===== src/rtl/tb_stim_pkg.sv =====
// Shared types and default sizes for the toggle stimulus generator and its users.
package tb_stim_pkg;

    typedef enum logic [1:0] {
        IDLE  = 2'd0,
        GUARD = 2'd1,
        LOW   = 2'd2,
        HIGH  = 2'd3
    } stim_state_t;

    localparam int DEF_CNT_W     = 8;
    localparam int DEF_PER_W     = 16;
    localparam int DEF_GUARD_CYC = 4;

endpackage


===== src/rtl/toggle_stim_gen.sv =====
// Programmable square-wave source with edge strobes, a checker-enable window
// that opens only after a post-start guard period, and a completed-period count.
module toggle_stim_gen
    import tb_stim_pkg::*;
#(
    parameter int CNT_W     = DEF_CNT_W,
    parameter int GUARD_CYC = DEF_GUARD_CYC,
    parameter int PER_W     = DEF_PER_W
) (
    input  logic             clk,
    input  logic             rst,
    input  logic             start,
    input  logic             stop,
    input  logic [CNT_W-1:0] high_len,
    input  logic [CNT_W-1:0] low_len,
    output logic             wave_out,
    output logic             rise_stb,
    output logic             fall_stb,
    output logic             chk_en,
    output logic             busy,
    output logic [PER_W-1:0] per_cnt
);

    localparam int GW = (GUARD_CYC > 1) ? $clog2(GUARD_CYC) : 1;
    localparam logic [GW-1:0] GUARD_LAST = GW'((GUARD_CYC > 0) ? (GUARD_CYC - 1) : 0);

    stim_state_t      state_reg, state_next;
    logic [CNT_W-1:0] cnt_reg, cnt_next;
    logic [GW-1:0]    guard_reg, guard_next;
    logic [CNT_W-1:0] high_lat_reg, high_lat_next;
    logic [CNT_W-1:0] low_lat_reg, low_lat_next;
    logic             stop_pend_reg, stop_pend_next;
    logic [PER_W-1:0] per_cnt_reg, per_cnt_next;

    logic             wave_reg, rise_reg, fall_reg, chk_reg, busy_reg;

    logic [CNT_W-1:0] high_eff, low_eff;
    logic             stop_req;

    // A zero length would make a phase vanish; clamp to a single cycle.
    assign high_eff = (high_len == '0) ? CNT_W'(1) : high_len;
    assign low_eff  = (low_len  == '0) ? CNT_W'(1) : low_len;

    assign stop_req = stop_pend_reg | stop;

    always_comb begin
        state_next     = state_reg;
        cnt_next       = cnt_reg;
        guard_next     = guard_reg;
        high_lat_next  = high_lat_reg;
        low_lat_next   = low_lat_reg;
        stop_pend_next = stop_pend_reg;
        per_cnt_next   = per_cnt_reg;

        case (state_reg)
            IDLE: begin
                if (start && !stop) begin
                    high_lat_next = high_eff;
                    low_lat_next  = low_eff;
                    per_cnt_next  = '0;
                    if (GUARD_CYC == 0) begin
                        state_next = LOW;
                        cnt_next   = low_eff - CNT_W'(1);
                    end else begin
                        state_next = GUARD;
                        guard_next = GUARD_LAST;
                    end
                end
            end

            GUARD: begin
                if (stop) begin
                    state_next = IDLE;
                end else if (guard_reg == '0) begin
                    state_next = LOW;
                    cnt_next   = low_lat_reg - CNT_W'(1);
                end else begin
                    guard_next = guard_reg - GW'(1);
                end
            end

            LOW: begin
                if (stop) begin
                    stop_pend_next = 1'b1;
                end
                if (cnt_reg == '0) begin
                    if (stop_req) begin
                        state_next = IDLE;
                    end else begin
                        state_next = HIGH;
                        cnt_next   = high_lat_reg - CNT_W'(1);
                    end
                end else begin
                    cnt_next = cnt_reg - CNT_W'(1);
                end
            end

            HIGH: begin
                if (stop) begin
                    stop_pend_next = 1'b1;
                end
                if (cnt_reg == '0) begin
                    if (per_cnt_reg != '1) begin
                        per_cnt_next = per_cnt_reg + PER_W'(1);
                    end
                    if (stop_req) begin
                        state_next = IDLE;
                    end else begin
                        state_next = LOW;
                        cnt_next   = low_lat_reg - CNT_W'(1);
                    end
                end else begin
                    cnt_next = cnt_reg - CNT_W'(1);
                end
            end

            default: begin
                state_next = IDLE;
            end
        endcase

        if (state_next == IDLE) begin
            stop_pend_next = 1'b0;
        end
    end

    // Outputs decode the next state so they move on the same edge as the FSM.
    always_ff @(posedge clk) begin
        if (!rst) begin
            state_reg     <= IDLE;
            cnt_reg       <= '0;
            guard_reg     <= '0;
            high_lat_reg  <= '0;
            low_lat_reg   <= '0;
            stop_pend_reg <= 1'b0;
            per_cnt_reg   <= '0;
            wave_reg      <= 1'b0;
            rise_reg      <= 1'b0;
            fall_reg      <= 1'b0;
            chk_reg       <= 1'b0;
            busy_reg      <= 1'b0;
        end else begin
            state_reg     <= state_next;
            cnt_reg       <= cnt_next;
            guard_reg     <= guard_next;
            high_lat_reg  <= high_lat_next;
            low_lat_reg   <= low_lat_next;
            stop_pend_reg <= stop_pend_next;
            per_cnt_reg   <= per_cnt_next;
            wave_reg      <= (state_next == HIGH);
            rise_reg      <= (state_next == HIGH) && (state_reg != HIGH);
            fall_reg      <= (state_reg == HIGH) && (state_next != HIGH);
            chk_reg       <= (state_next == LOW) || (state_next == HIGH);
            busy_reg      <= (state_next != IDLE);
        end
    end

    assign wave_out = wave_reg;
    assign rise_stb = rise_reg;
    assign fall_stb = fall_reg;
    assign chk_en   = chk_reg;
    assign busy     = busy_reg;
    assign per_cnt  = per_cnt_reg;

endmodule


===== config.mk =====
export PLATFORM = sky130hd
export DESIGN_NAME = toggle_stim_gen
export DESIGN_NICKNAME = d
export VERILOG_FILES = /design/src/rtl/tb_stim_pkg.sv /design/src/rtl/toggle_stim_gen.sv
export SDC_FILE = /design/constraint.sdc
export NUM_CORES = 1
export LEC_CHECK = 0
export CORE_ASPECT_RATIO = 1.1
export CORE_MARGIN = 2
export CORE_UTILIZATION = 40
export DETAILED_ROUTE_END_ITERATION = 8
export PLACE_DENSITY = 0.75
export REMOVE_ABC_BUFFERS = 1
export SYNTH_ARGS = -nofsm -noshare
export SYNTH_HDL_FRONTEND = slang
export SYNTH_SLANG_ARGS = --single-unit

===== constraint.sdc =====
create_clock -name clk -period 2.2 [get_ports clk]
set_input_delay 0.66 -clock clk [delete_from_list [all_inputs] [get_ports clk]]
set_output_delay 0.66 -clock clk [all_outputs]
set_load 0.05 [all_outputs]

# Word-level counts from Yosys, hierarchy flattened
# Cells that the tools add are included.
[op_classes]
n_addsub = 5
n_eq_ne = 16
muxes = 25
bitwise_logic = 2
reduce_logical = 22
[op_table]
columns = ["cell", "n"]
rows = [
  ["$mux 8", 8],
  ["$mux 16", 3],
  ["$pmux 16 s2", 1],
  ["$logic_not 8->1", 3],
  ["$pmux 8 s3", 1],
  ["$sub 8x1->8 const B", 3],
  ["$mux 2", 10],
  ["$add 16x1->16 const B", 1],
  ["$ne 16x16->1 const B", 1],
  ["$ne 2x2->1 const B", 8],
  ["$eq 2x2->1 const B", 4],
  ["$pmux 2 s4", 1],
  ["$reduce_and 4->1", 2],
  ["$logic_not 2->1", 3],
  ["$ne 3x3->1 const B", 2],
  ["$reduce_bool 2->1", 3],
  ["$reduce_and 5->1", 1],
  ["$pmux 2 s2", 1],
  ["$reduce_and 2->1", 2],
  ["$reduce_or 2->1", 2],
  ["$logic_and 1x1->1", 3],
  ["$reduce_bool 3->1", 1],
  ["$eq 2x1->1 const B", 1],
  ["$sub 2x1->2 const B", 1],
  ["other kinds (4)", 4],
]
[totals]
ff_bits = 50

# Logic depth before layout (Yosys ltp)
# Gate-level depths: netlist of run 1.
[depth]
word_depth = 6
ltp_mapped = 9
ltp_nobuf = 7

# Least setup slack after synthesis of run 1
# OpenSTA, ideal clock, no wires.
[synth_timing]
path_kind = "register to register"
start = "register, netlist name chk_en"
end = "register per_cnt_reg[3] (netlist: per_cnt[3])"
arrival_ps = 2125
slack_ps = 14
stages_incl_launch_ff = 8
path_buffers = 2
period_less_slack_ps = 2186
cell_sequence = "dfxtp_1 > buf_6 > or4b_1 > clkbuf_8 > o31ai_4 > o21ai_2 > or4_1 > nand2_1"
[synth_lines]
columns = ["element", "line_no", "rtl"]
rows = [
  ["to (signal assigned)", "toggle_stim_gen.sv:149", "per_cnt_reg <= per_cnt_next;"],
  ["to (decl)", "toggle_stim_gen.sv:33", "logic [PER_W-1:0] per_cnt_reg, per_cnt_next;"],
]

# Worst setup path after layout of run 1
[layout_timing]
start = "register cnt_reg[4]"
end = "register per_cnt_reg[4] (netlist: per_cnt[4])"
[layout_between]
elab_chain_cells = 3
[layout_rtl]
columns = ["element", "line_no", "rtl"]
rows = [
  ["from (decl)", "toggle_stim_gen.sv:28", "logic [CNT_W-1:0] cnt_reg, cnt_next;"],
  ["from (signal assigned)", "toggle_stim_gen.sv:144", "cnt_reg <= cnt_next;"],
  ["$logic_not 8->1", "toggle_stim_gen.sv:102", "if (cnt_reg == '0) begin"],
  ["$ne 2x2->1 (no line)", "n/a", ""],
  ["$reduce_and 4->1 (no line)", "n/a", ""],
]
# No other way between the ends.
# A chain may end at the register's enable or synchronous reset.

==> results of run 1 <==
==> synthesized netlist by cell type (all sizes together), types with 2 or more instances <==
library cell	instances	area (sq um)
nor4b	2	17.5
nor3	11	55.1
or2	2	12.5
a31oi	2	12.5
ha	6	75.1
mux2	2	22.5
or4	4	37.5
a22oi	3	22.5
nor2	15	56.3
nor4	10	62.6
a21boi	16	120
a21o	2	15.0
nand3	11	55.1
a21oi	18	90.1
a2bb2oi	3	26.3
o211a	3	30.0
buf	3	42.5
o211ai	5	42.5
nand2	51	191
nand2b	3	18.8
xnor2	13	114
or3	6	37.5
nand4	3	18.8
o22ai	5	31.3
nor3b	5	37.5
inv	13	48.8
and2	7	45.1
xor2	9	78.8
clkbuf	11	51.3
dfxtp	49	981
o21ai	19	98.8
o31a	2	17.5
==> through the flow <==
step	setup slack [ns]	area, sq um	instances	total power [mW]
5_1_grt	-0.0322	3420	470	2.13
4_1_cts	0.000822	3360	467	2.02
3_3_place_gp	-0.448	3230	455	1.47
3_5_place_dp	-0.482	3230	455	1.48
2_1_floorplan	-1.20	2570	310	1.30
6_report	0.0413	3420	470	2.03
==> worst max-delay path by stage <==
stage / slack [ns] / to / cells after the start
after detailed placement: -0.48 / per_cnt[4] / 6
after global placement: -0.45 / per_cnt[3] / 6
final: 0.04 / per_cnt[4] / 6
after global routing: -0.03 / per_cnt[4] / 6
after floorplan: -1.20 / per_cnt[3] / 5
after CTS: 0.0008 / per_cnt[9] / 1
==> layout by cell type, fill, tap and decap left out, drive strengths merged, types with 10 or more instances in the layout <==
cell and instances:
a21boi 16, a21oi 18, buf 43, clkdlybuf4s50 22, dfxtp 49, inv 13
nand2 51, nand3 11, nor2 15, nor3 11, nor4 10, o21ai 19
xnor2 13
==> cells by family after synthesis <==
logic type      Yosys count  synth area share
fa+ha+maj                 6            0.0282
simple gates            133             0.252
flops                    49             0.368
buf+inv                  27            0.0535
compound gates           85             0.218
mux                       2           0.00845
xor+xnor                 22            0.0723
==> worst register-to-register path, stage by stage (launching register included) <==
cell and delay [ns]:
dfxtp_2 0.36, or4_4 0.56, o31ai_4 0.38, buf_4 0.19, o21ai_4 0.07, or4_1 0.48
nand2_1 0.08
==> routing by layer <==
layer / track usage / vias to the layer above
li1: - / 1283
met1: 0.229 / 1139
met2: 0.310 / 45
met3: 0.0260 / 8
met4: 0.0742 / 0
met5: 0 / -
==> area by class of cell <==
class,count,area share
well taps,82,0.0300
inverters,13,0.0143
flip-flops and latches,49,0.287
repair buffers,70,0.179
multi-input cells,248,0.464
clock buffers,5,0.0201
clock inverters,3,0.00513
==> what timing repair did <==
| item | 4_1_cts | 5_1_grt |
|---|---|---|
| resized for setup | 5 | 10 |
| pin swaps | 3 | 1 |
| setup buffers | 4 | 3 |
| endpoints found under the setup margin | 11 | 9 |
==> power by group <==
part / internal (mW) / switching, mW
clock: 0.220 / 0.314
sequential: 0.922 / 0.0341
combinational: 0.266 / 0.273
total: 1.41 / 0.621
==> metrics.md, run 1 <==
| Metric | Value |
|---|---|
| Worst Tran Pin Value | a little over 0.5 ns |
| Outcome | completed |
| Drt wl/cell | between 10 and 15 microns |
| Crit. End Element | flop |
| Syn-to-layout area delta | 28.2% |
| CP arrival | between 2 and 2.5 ns |
| Ys Warns | 0 |
| Row Count | 31 |
| DRT antenna net count | 0 |
| Count of flip-flops with a built-in enable after synthesis | 0 |
| Fin nets | ~410 |
| Worst flop-to-flop path endpoint | per_cnt[4] |
| Remaining Overflow, GRT | 0 |
| Crit path max fanout | 8 |
| Maximum clock rate | around 460 MHz |
| Clk Latency, worst-skew pair | slightly above 0.3 ns |
| Starting DRT DRC Count | 207 |
| LEAKAGE | 1.37 nW |
| Synth Flop Type | dfxtp_1 |
| Post-route DRC | 0 |
| CTS max path bufs | 2 |
| Vert. Die Dim | 89.6 microns |
| Ant. Diodes | 0 |
| TNS Setup | 0 ns |
| Layout cells sized above 1 | 0.183 |
| H-tree level count | 2 |
| Crit path max-delay family | simple AND/OR/NAND/NOR gates |
| Total track usage | 0.182 |
| CP Launch Point | cnt_reg[4] |
| CP startpoint kind | flop |
| Routed length on met1 | between 2 and 3 mm |
| First-pass GRT wire length | between 10 and 15 mm |
| Pre-Repair DR Iteration Count | 4 |
| Post-layout min period | about 2.2 ns |
| Mapped Area | 2670 sq um |
| DR WL met2 | 3.05 mm |
| Vias | between 2,000 and 2,500 |
| Vias in the first global route | 2,267 |
| Setup Crit Path Kind | flop to flop |
| Largest net degree at the start of global routing | 29 |
| Max reg flops | 16 |
| Core area | 6520 sq um |
| Initial antenna violation count | 0 |
| Hold WS | just under 0.5 ns |
| Number of max-cap violations | 0 |
| Critical Path RT | 2.46 ns |
| I/O pins | 41 |
| Mapped Cells | about 320 |
| Hold WC Path Type | flop to flop |
| Number of buffers created by CTS | 5 |
| Sequential share of the synthesized area | 0.368 |
| GPL Wtd Cong | between 0.8 and 0.9 |
| Core Util, Final | 0.524 |
| Crit path max-delay cell type | or4_4 |
| TritonCTS clock tree | yes |
| IO Port Bufs | 40 |
| CP bufs+invs | 1 |
| Hold_buf cts | 0 |
| CP cell instances | or4_4 -> o31ai_4 -> buf_4 -> o21ai_4 -> or4_1 -> nand2_1 |
| Slew headroom | 0.655 |
| Fill cell count | 609 |
| Detail Route met3 WL | about 210 microns |
| Final setup vio count | 0 |
| Die X | approximately 82 microns |
| Drt via density | around 5.3 |
| Initial Util | 0.409 |
| FFs w/ async S/R, synth | 0 |
| Yosys reg bits | 49 |
| Maximum vdd drop | about 330 uV |
| Detailed placement HPWL | around 4.6 mm |
| Mean Syn Cell Area | 8.23 sq um |
| Clk sinks | slightly below 50 |
| Worst hold stages | 2 |
| Reg clk slew, reported paths | approximately 0.090 ns |
| Critical Path Max Stage Delay | about 0.56 ns |
| Full die area | 7340 sq um |
| Reg2reg start | cnt_reg[4] |
| Top Metal Used | met4 |
| Drt total wl | 6.31 mm |
| Area of the multi-input gates | 1590 sq um |
| RSZ-0062 raised after global routing | true |
| Fin. Hold Viols | 0 |
| Worst Hold Endpoint | low_lat_reg[7] |
| Period utilization | 0.981 |
| Power per cell area | 594 nW/um^2 |
| Hold_sp | low_lat_reg[7] |
| R2r worst-path depth | 6 |
| Yosys cell types | 50 |
| Setup Skew | roughly 0.0070 ns |
| Pins Over Slew Limit | 0 |
| Clk root buf | clkbuf_8 |
| Reg area | 982 sq um |
| Worst R2R Setup Slack | around 0.041 ns |
(Power assumes the default switching activity.)
==> run 2, diff against run 1 <==
--- a/config.mk
+++ b/config.mk
@@ -8,9 +8,11 @@
 export CORE_ASPECT_RATIO = 1.1
 export CORE_MARGIN = 2
 export CORE_UTILIZATION = 40
+export CTS_CLUSTER_SIZE = 8
 export DETAILED_ROUTE_END_ITERATION = 8
 export PLACE_DENSITY = 0.75
 export REMOVE_ABC_BUFFERS = 1
+export SETUP_SLACK_MARGIN = 0.2
 export SYNTH_ARGS = -nofsm -noshare
 export SYNTH_HDL_FRONTEND = slang
 export SYNTH_SLANG_ARGS = --single-unit
==> run 2 against run 1 <==
Against the previous run:
- clock power is 0.7% higher
- via count is 3.2% higher
- critical path type unchanged
- die area stayed put
- routed wire length is 5.0% higher
- core utilization is 1.6 points higher
- first-iteration DRC count is 5.3% lower
- global-route usage is 1.2 points higher
==> metrics.md, run 2 (same netlist as run 1, synthesis figures left out) <==
| Metric | Value |
|---|---|
| Fin nets | 421 |
| Detailed placement HPWL | ~4.6 mm |
| NetSw | between 0.6 and 0.7 mW |
| Pins Over Slew Limit | 0 |
| I/O pins | a little over 40 |
| Initial Util | 0.409 |
| Hold WS | 0.483 ns |
| Top Metal Used | met4 |
| Ant. Diodes | 0 |
| Syn-to-layout area delta | 32.0% |
| Vert. Die Dim | 89.6 microns |
| Hold_sp | low_lat_reg[7] |
| Setup Skew | between 0.007 and 0.008 ns |
| Outcome | completed |
| Post-route DRC | 0 |
| Slew headroom | 0.668 |
| Pre-CTS setup slack | -0.482 ns |
| Fill cell count | 595 |
| Drt total wl | ~6.6 mm |
| Row Count | 31 |
| Worst Tran Pin Value | 0.500 ns |
| Drt wl/cell | ~14 microns |
| Crit path max fanout | 8 |
| Number of buffers created by CTS | 5 |
| Routed length on met1 | 2.95 mm |
| Pre-Repair DR Iteration Count | 4 |
| DR WL met2 | ~3.3 mm |
| Maximum clock rate | approximately 500 MHz |
| Max reg flops | 16 |
| Reg2reg start | cnt_reg[4] |
| Post-layout min period | 1.99 ns |
| Clk sinks | 49 |
| Detail Route met3 WL | between 200 and 300 microns |
| RSZ-0062 raised after global routing | true |
| Switching Share | 0.310 |
| Fin. Hold Viols | 0 |
| Setup Crit Path Kind | flop to flop |
| Comb power frac | 0.276 |
| Most frequent cells in the layout | nand2_1 (50), buf_4 (47), dfxtp_1 (46), a21oi_1 (17), clkdlybuf4s50_1 (17) |
| Clk root buf | clkbuf_8 |
| Final WS setup | around 0.21 ns |
| Final Cell Area | about 3500 sq um |
| Clk Latency, worst-skew pair | between 0.3 and 0.4 ns |
| First-pass GRT wire length | 11.0 mm |
| Period utilization | 0.904 |
| Vias | approximately 2,600 |
| Power per cell area | ~600 nW/um^2 |
| Drt via density | 5.35 |
| Placed insts | between 400 and 500 |
| Total track usage | 0.194 |
| Placed Area | ~3200 sq um |
| DRT antenna net count | 0 |
| Crit. End Element | flop |
| Initial antenna violation count | 0 |
| Vias in the first global route | approximately 2,400 |
| CP Launch Point | cnt_reg[4] |
| Critical Path RT | approximately 2.4 ns |
| R2r worst-path depth | 6 |
| Largest net degree at the start of global routing | 29 |
| Full die area | about 7300 sq um |
| Sequential power share | 0.464 |
| Worst hold stages | 2 |
| Core area | between 6000 and 7000 sq um |
| Commonest non-fill, non-tap cell in the layout | nand2_1 |
| Number of max-cap violations | 0 |
| Maximum vdd drop | roughly 330 uV |
| TNS Setup | 0 ns |
| Core Util, Final | 0.540 |
| IO Port Bufs | 40 |
| Final setup vio count | 0 |
| Die X | 81.8 microns |
| Reg clk slew, reported paths | about 0.090 ns |
| CP arrival | 2.23 ns |
| Post-Layout Cell Count | 478 |
| Layout cells sized above 1 | 0.230 |
| Starting DRT DRC Count | approximately 200 |
| Clk network pwr share | 0.261 |
| Hold_buf cts | 0 |
| H-tree level count | 2 |
| Hold WC Path Type | flop to flop |
| CP startpoint kind | flop |
| CTS max path bufs | 2 |
| P_int | approximately 1.4 mW |
| Remaining Overflow, GRT | 0 |
| Total power draw | 2.06 mW |
| GPL Wtd Cong | around 0.86 |
| LEAKAGE | about 1.4 nW |
| TritonCTS clock tree | yes |
-- run 2: cell types whose count changed in the layout (fill, tap and decap cells not counted), moves of 2 or more --
cell             before  now
dlygate4sd2_1         2    8
dfxtp_1              48   46
nor4_1               10    7
nor4_2                0    3
buf_4                42   47
clkdlybuf4s50_1      22   17
dlymetal6s2s_1        3    0
buf_6                 0    3
clkbuf_2              0    2
-- run 2: layout make-up --
type                       count  area (sq um)  area share
clock buffer                   5          68.8      0.0196
clock inverter                 3          17.5     0.00498
inverter                      13          48.8      0.0139
multi-input combinational    248          1640       0.465
sequential                    49           987       0.281
tap                           82           103      0.0292
timing repair buffer          78           657       0.187
-- run 2: layer usage --
layer  global-route usage  vias up
li1                     -     1298
met1                0.237     1180
met2                0.341       69
met3               0.0280        8
met4               0.0773        0
met5                    0        -
-- run 2: critical path: stages (launching register included) --
cell,delay [ns]
dfxtp_4,0.37
or4_4,0.56
o31ai_4,0.24
buf_6,0.16
o211ai_4,0.12
or3_1,0.37
a21oi_1,0.12
-- run 2: power by group through the flow --
stage	clock network, mW	logic [mW]	registers (mW)
floorplan	0	0.314	0.984
global placement	0	0.499	0.973
detailed placement	0	0.508	0.975
CTS	0.548	0.546	0.956
global route	0.583	0.624	0.963
finish	0.538	0.569	0.957
-- run 2: timing repair --
| action | 4_1_cts | 5_1_grt |
|---|---|---|
| pin swaps | 11 | 7 |
| setup endpoints to repair | 24 | 23 |
| resized for setup | 28 | 12 |
| buffers inserted | 12 | 3 |
-- run 2: path summary, 6_finish.rpt --
check	to	slack [ns]
max	per_cnt[15]	0.21
min	low_lat_reg[7]	0.48
max reg2reg	per_cnt[15]	0.21
min reg2reg	low_lat_reg[7]	0.48
==> run 3, diff against run 2 <==
--- a/config.mk
+++ b/config.mk
@@ -5,6 +5,7 @@
 export SDC_FILE = /design/constraint.sdc
 export NUM_CORES = 1
 export LEC_CHECK = 0
+export CAP_MARGIN = 0
 export CORE_ASPECT_RATIO = 1.1
 export CORE_MARGIN = 2
 export CORE_UTILIZATION = 40
==> results of run 3 <==
No change in the layout: final DEF, timing and power equal those of run 2.
